==> src/rtl/traffic_input_conditioner.sv <==
// Synchronises and debounces vehicle sensors and pedestrian buttons for the light FSM.
// Optional stuck-sensor detection is enabled by defining SENSOR_FAULT_EN.
module traffic_input_conditioner #(
    parameter int unsigned ON_CYC    = 5000,
    parameter int unsigned OFF_CYC   = 20000,
    parameter int unsigned BTN_CYC   = 200,
    parameter int unsigned STUCK_CYC = 6000000
) (
    input  logic       CLK,
    input  logic       RST_N,
    input  logic       SNN_RAW,
    input  logic       SNS_RAW,
    input  logic       STH_RAW,
    input  logic       PNN_RAW,
    input  logic       PNS_RAW,
    input  logic       PTH_RAW,
    input  logic       CLR_PNN,
    input  logic       CLR_PNS,
    input  logic       CLR_PTH,
    output logic       SNN,
    output logic       SNS,
    output logic       STH,
    output logic       PNN,
    output logic       PNS,
    output logic       PTH,
    output logic [2:0] FAULT
);

    localparam logic [15:0] ON_THR  = 16'(ON_CYC);
    localparam logic [15:0] OFF_THR = 16'(OFF_CYC);
    localparam logic [15:0] BTN_THR = 16'(BTN_CYC);

    // Bits [2:0] are the sensors {STH, SNS, SNN}, bits [5:3] the buttons {PTH, PNS, PNN}.
    logic [5:0] raw;
    logic [5:0] meta_q;
    logic [5:0] sync_q;
    logic [2:0] clr;

    assign raw = {PTH_RAW, PNS_RAW, PNN_RAW, STH_RAW, SNS_RAW, SNN_RAW};
    assign clr = {CLR_PTH, CLR_PNS, CLR_PNN};

    logic [2:0]  sen_lvl_q, sen_lvl_d;
    logic [15:0] sen_cnt_q [3];
    logic [15:0] sen_cnt_d [3];

    logic [2:0]  btn_lvl_q, btn_lvl_d;
    logic [2:0]  btn_prev_q;
    logic [15:0] btn_cnt_q [3];
    logic [15:0] btn_cnt_d [3];

    logic [2:0]  req_q, req_d;
    logic [2:0]  fault_q;

    always_comb begin
        sen_lvl_d = sen_lvl_q;
        btn_lvl_d = btn_lvl_q;
        req_d     = req_q;
        for (int i = 0; i < 3; i++) begin
            sen_cnt_d[i] = 16'd0;
            btn_cnt_d[i] = 16'd0;

            // Level flips one edge after the counter has reached its threshold.
            if (sync_q[i] != sen_lvl_q[i]) begin
                if (sen_cnt_q[i] == (sen_lvl_q[i] ? OFF_THR : ON_THR)) begin
                    sen_lvl_d[i] = sync_q[i];
                end else begin
                    sen_cnt_d[i] = sen_cnt_q[i] + 16'd1;
                end
            end

            if (sync_q[i+3] != btn_lvl_q[i]) begin
                if (btn_cnt_q[i] == BTN_THR) begin
                    btn_lvl_d[i] = sync_q[i+3];
                end else begin
                    btn_cnt_d[i] = btn_cnt_q[i] + 16'd1;
                end
            end

            // A fresh press edge outranks a simultaneous served strobe.
            req_d[i] = (btn_lvl_q[i] & ~btn_prev_q[i]) | (req_q[i] & ~clr[i]);
        end
    end

    always_ff @(posedge CLK) begin
        if (!RST_N) begin
            meta_q     <= '0;
            sync_q     <= '0;
            sen_lvl_q  <= '0;
            btn_lvl_q  <= '0;
            btn_prev_q <= '0;
            req_q      <= '0;
            for (int i = 0; i < 3; i++) begin
                sen_cnt_q[i] <= '0;
                btn_cnt_q[i] <= '0;
            end
        end else begin
            meta_q     <= raw;
            sync_q     <= meta_q;
            sen_lvl_q  <= sen_lvl_d;
            btn_lvl_q  <= btn_lvl_d;
            btn_prev_q <= btn_lvl_q;
            req_q      <= req_d;
            for (int i = 0; i < 3; i++) begin
                sen_cnt_q[i] <= sen_cnt_d[i];
                btn_cnt_q[i] <= btn_cnt_d[i];
            end
        end
    end

`ifdef SENSOR_FAULT_EN
    logic [31:0] stuck_cnt_q [3];
    logic [31:0] stuck_cnt_d [3];

    // Counts cycles of high debounced level; clears on the edge the level drops.
    always_comb begin
        for (int i = 0; i < 3; i++) begin
            if (!sen_lvl_d[i]) begin
                stuck_cnt_d[i] = 32'd0;
            end else if (sen_lvl_q[i] && (stuck_cnt_q[i] != STUCK_CYC)) begin
                stuck_cnt_d[i] = stuck_cnt_q[i] + 32'd1;
            end else begin
                stuck_cnt_d[i] = stuck_cnt_q[i];
            end
        end
    end

    always_ff @(posedge CLK) begin
        if (!RST_N) begin
            fault_q <= '0;
            for (int i = 0; i < 3; i++) begin
                stuck_cnt_q[i] <= '0;
            end
        end else begin
            for (int i = 0; i < 3; i++) begin
                stuck_cnt_q[i] <= stuck_cnt_d[i];
                fault_q[i]     <= (stuck_cnt_d[i] == STUCK_CYC);
            end
        end
    end
`else
    assign fault_q = 3'b000;
`endif

    assign SNN   = sen_lvl_q[0] & ~fault_q[0];
    assign SNS   = sen_lvl_q[1] & ~fault_q[1];
    assign STH   = sen_lvl_q[2] & ~fault_q[2];
    assign PNN   = req_q[0];
    assign PNS   = req_q[1];
    assign PTH   = req_q[2];
    assign FAULT = fault_q;

endmodule

==> config.mk <==
export PLATFORM = sky130hd
export DESIGN_NAME = traffic_input_conditioner
export DESIGN_NICKNAME = d
export VERILOG_FILES = /design/src/rtl/traffic_input_conditioner.sv
export SDC_FILE = /design/constraint.sdc
export NUM_CORES = 1
export LEC_CHECK = 0
export ABC_AREA = 1
export CORE_MARGIN = 5
export CORE_UTILIZATION = 55
export DETAILED_ROUTE_END_ITERATION = 16
export GPL_ROUTABILITY_DRIVEN = 0
export PLACE_DENSITY = 0.76
export SKIP_LAST_GASP = 1
export SYNTH_ARGS = -nofsm -noshare
export SYNTH_HDL_FRONTEND = slang
export SYNTH_SLANG_ARGS = --single-unit
==> constraint.sdc <==
create_clock -name CLK -period 2.6 [get_ports CLK]
set_input_delay 0.52 -clock CLK [delete_from_list [all_inputs] [get_ports CLK]]
set_output_delay 0.52 -clock CLK [all_outputs]
set_load 0.005 [all_outputs]
==> impl_metrics.py <==
metrics = {
    "outcome": {
        "status": "finished, final reports clean",
    },
    "global_route": {
        "grt_util_met3_pct": 4.60,
        "gr-usage-met2_pct": 33.5,
        "grtUsageMet1_pct": 22.3,
        "grt_pass1_wl_mm": 20.4,
        "gr-total-overflow": 0,
        "antenna_found_initial": 0,
        "grt_max_degree": 31,
        "grt_pass1_vias": 4858,
        "grt_use_total_pct": 19.1,
        "grt-busiest-layer": "met2",
    },
    "layout": {
        "syn_to_final_growth_pct": 14.8,
        "drive_gt1_share_pct": 4.21,
        "num-fill-cells": 957,
        "mostFrequentLayoutCells": "nand2_1 (194), nor2_1 (179), inv_1 (123), dfxtp_1 (120), nand3_1 (58)",
        "layout.nets": 913,
        "diodes": 0,
        "layout_commonest_cell": "nand2_1",
    },
    "setup_path": {
        "slowest_delay_ns": 0.57,
        "start_kind": "flop",
        "rr_endpoint": "sen_cnt_q[0][9]",
        "worstPathArrival_ns": 1.60,
        "crit_type": "flop to output port",
        "r2r_cells": 7,
        "crit_family": "buffers and inverters",
        "cp_cell_sequence": "clkdlybuf4s50_1",
        "cp_num_buf_inv": 1,
        "r2r_setup_slack_ns": 0.94,
        "worst_ep_required_time_ns": 2.08,
        "worstPathMaxFanout": 11,
        "r2r_start": "sen_lvl_q[0]",
        "slowest_stage": "clkdlybuf4s50_1",
        "end_kind": "output port",
    },
    "sta": {
        "final-setup-viol-count": 0,
        "min_period_over_period_pct": 81.5,
        "hold_violations": 0,
        "rsz0062_at_grt": "false",
        "fmax_mhz": 472,
        "slew_headroom_pct": 51.8,
        "fin_hold_ws_ns": 0.418,
        "fin_crit_ns": 2.12,
        "skew_ns": 0.00630,
        "worst_pin_slew_ns": 0.718,
        "final_max_slew_viol_count": 0,
        "fin_setup_tns_ns": 0,
    },
    "logic_synthesis": {
        "synth_compound_area_share_pct": 5.66,
        "yosys_warnings": 0,
        "avgSynthCellArea_um2": 6.78,
        "ys_ff_latch": 120,
        "yosysSeqAreaShare_pct": 41.0,
        "ys.flop_type": "dfxtp_1",
        "synth_top_family_by_area": "simple AND/OR/NAND/NOR gates",
        "yosysUniqueCellTypes": 25,
        "async_reset_ff_share_pct": 0,
        "syn-cell-area_mm2": 0.00586,
        "synth_simple_gate_area_share_pct": 35.1,
        "synth_cells": 865,
        "synthMuxAreaShare_pct": 0,
        "synth-adder-area-share_pct": 2.56,
        "synthXorXnorAreaFrac_pct": 6.13,
        "synth_edf_count": 0,
    },
    "clock_tree": {
        "cts_sinks": 120,
        "cts_setup_buffers": 0,
        "cts_tree": "built",
        "clock_latency_ns": 0.51,
        "post_cts_resized": 0,
        "clk_path_buf_depth": 2,
        "cts-root-buf": "clkbuf_8",
        "cts.hold.buffers_added": 0,
        "cts_buffers": 17,
        "cts.clk_slew.worst_paths_ns": 0.06,
        "htree_levels": 4,
    },
    "job": {
        "maxCapViolCount": 0,
    },
    "drt": {
        "drt_iter0_drc": 287,
        "wl_mm": 11.6,
        "drt-wirelength-per-cell_um": 11.2,
        "routed-via-count": 5165,
        "drc": 0,
        "via_per_inst": 4.97,
        "ant_nets": 0,
        "dr.pass1.iters": 5,
    },
    "min_path": {
        "whs_path_depth": 2,
        "min_from": "meta_q[0]",
        "hold_path_class": "flop to flop",
        "hold_end": "sync_q[0]",
    },
    "power": {
        "vdd_ir_drop_max_mv": 0.690,
        "leakage_nw": 2.43,
        "power.density_mw_per_mm2": 645,
    },
    "die": {
        "dieArea_mm2": 0.0128,
        "ios": 20,
        "start_util_pct": 56.5,
        "core-area_mm2": 0.0104,
        "die_w_um": 113,
        "rows": 37,
        "die_y_um": 113,
    },
    "placement": {
        "io_buffer_count": 16,
        "hpwl_mm": 8.02,
    },
}
## layer usage
metal | routed length (µm) | part of all wire (%)
met1 | 5390 | 46
met4 | 202 | 1.7
met5 | 0 | 0
met2 | 5570 | 48
met3 | 453 | 3.9
## per-stage QoR
stage,instances,worst slack (ns),power (mW),util (%),cell area [µm²]
after floorplan,867,1.23,1.94,-,5870
after global placement,1007,0.384,1.96,59.0,6110
after detailed placement,1007,0.294,1.96,59.0,6110
after CTS,1039,0.462,4.38,64.9,6730
after global routing,1039,0.394,4.47,64.9,6730
final,1039,0.481,4.34,64.9,6730
## kinds of logic after synthesis
group / count (synthesis)
flip-flops: 120
XOR/XNOR: 41
adder cells (fa/ha/maj): 12
AO/OA/AOI/OAI: 61
AND/OR/NAND/NOR: 493
other: 1
buffers and inverters: 137
## worst min-delay path: stages, from the launching register on
cell and delay, ns:
dfxtp_1 0.31, nand2_1 0.04, inv_1 0.04
## state kept, by name, indices dropped and copies added, names as in the netlist
name / flops
sen_cnt_q: 48
sync_q: 6
btn_cnt_q: 48
sen_lvl_q: 3
btn_lvl_q: 3
req_q: 3
meta_q: 6
btn_prev_q: 3
## synthesized netlist by cell type (all sizes together) (2+ instances only)
library cell / instances / area [µm²]
ha: 12 / 150
buf: 11 / 85.1
clkbuf: 2 / 7.51
o22ai: 3 / 18.8
xnor2: 12 / 105
nand3b: 4 / 30.0
nor3: 25 / 130
inv: 124 / 465
dfxtp: 120 / 2400
o21ai: 20 / 123
nor2: 180 / 678
a21oi: 38 / 190
nand3: 58 / 290
nand4: 30 / 188
xor2: 29 / 254
nand2: 194 / 728
or2: 2 / 12.5
## final cells by class
type,count,area [µm²],area share [%]
Multi-Input combinational cell,610,2910,43.2
Sequential cell,120,2400,35.7
Inverter,124,465,6.91
Clock buffer,18,418,6.21
Clock inverter,14,199,2.96
Tap cell,136,170,2.53
Timing Repair Buffer,17,168,2.49
## power by group
| group | switching, mW | internal (mW) |
|---|---|---|
| Sequential | 0.00668 | 1.85 |
| Combinational | 0.0339 | 0.0249 |
| Clock | 0.862 | 1.56 |
## worst max-delay path by stage
| stage | endpoint | cells past startpoint | start |
|---|---|---|---|
| final | SNN | 1 | sen_lvl_q[0] |
| after global placement | btn_cnt_q[0][2] | 6 | RST_N |
| after global routing | SNN | 1 | sen_lvl_q[0] |
| after detailed placement | btn_cnt_q[0][13] | 6 | RST_N |
| after CTS | SNN | 1 | sen_lvl_q[0] |
| after floorplan | btn_cnt_q[0][13] | 6 | RST_N |
No activity file was read; power rests on OpenSTA's default activity.
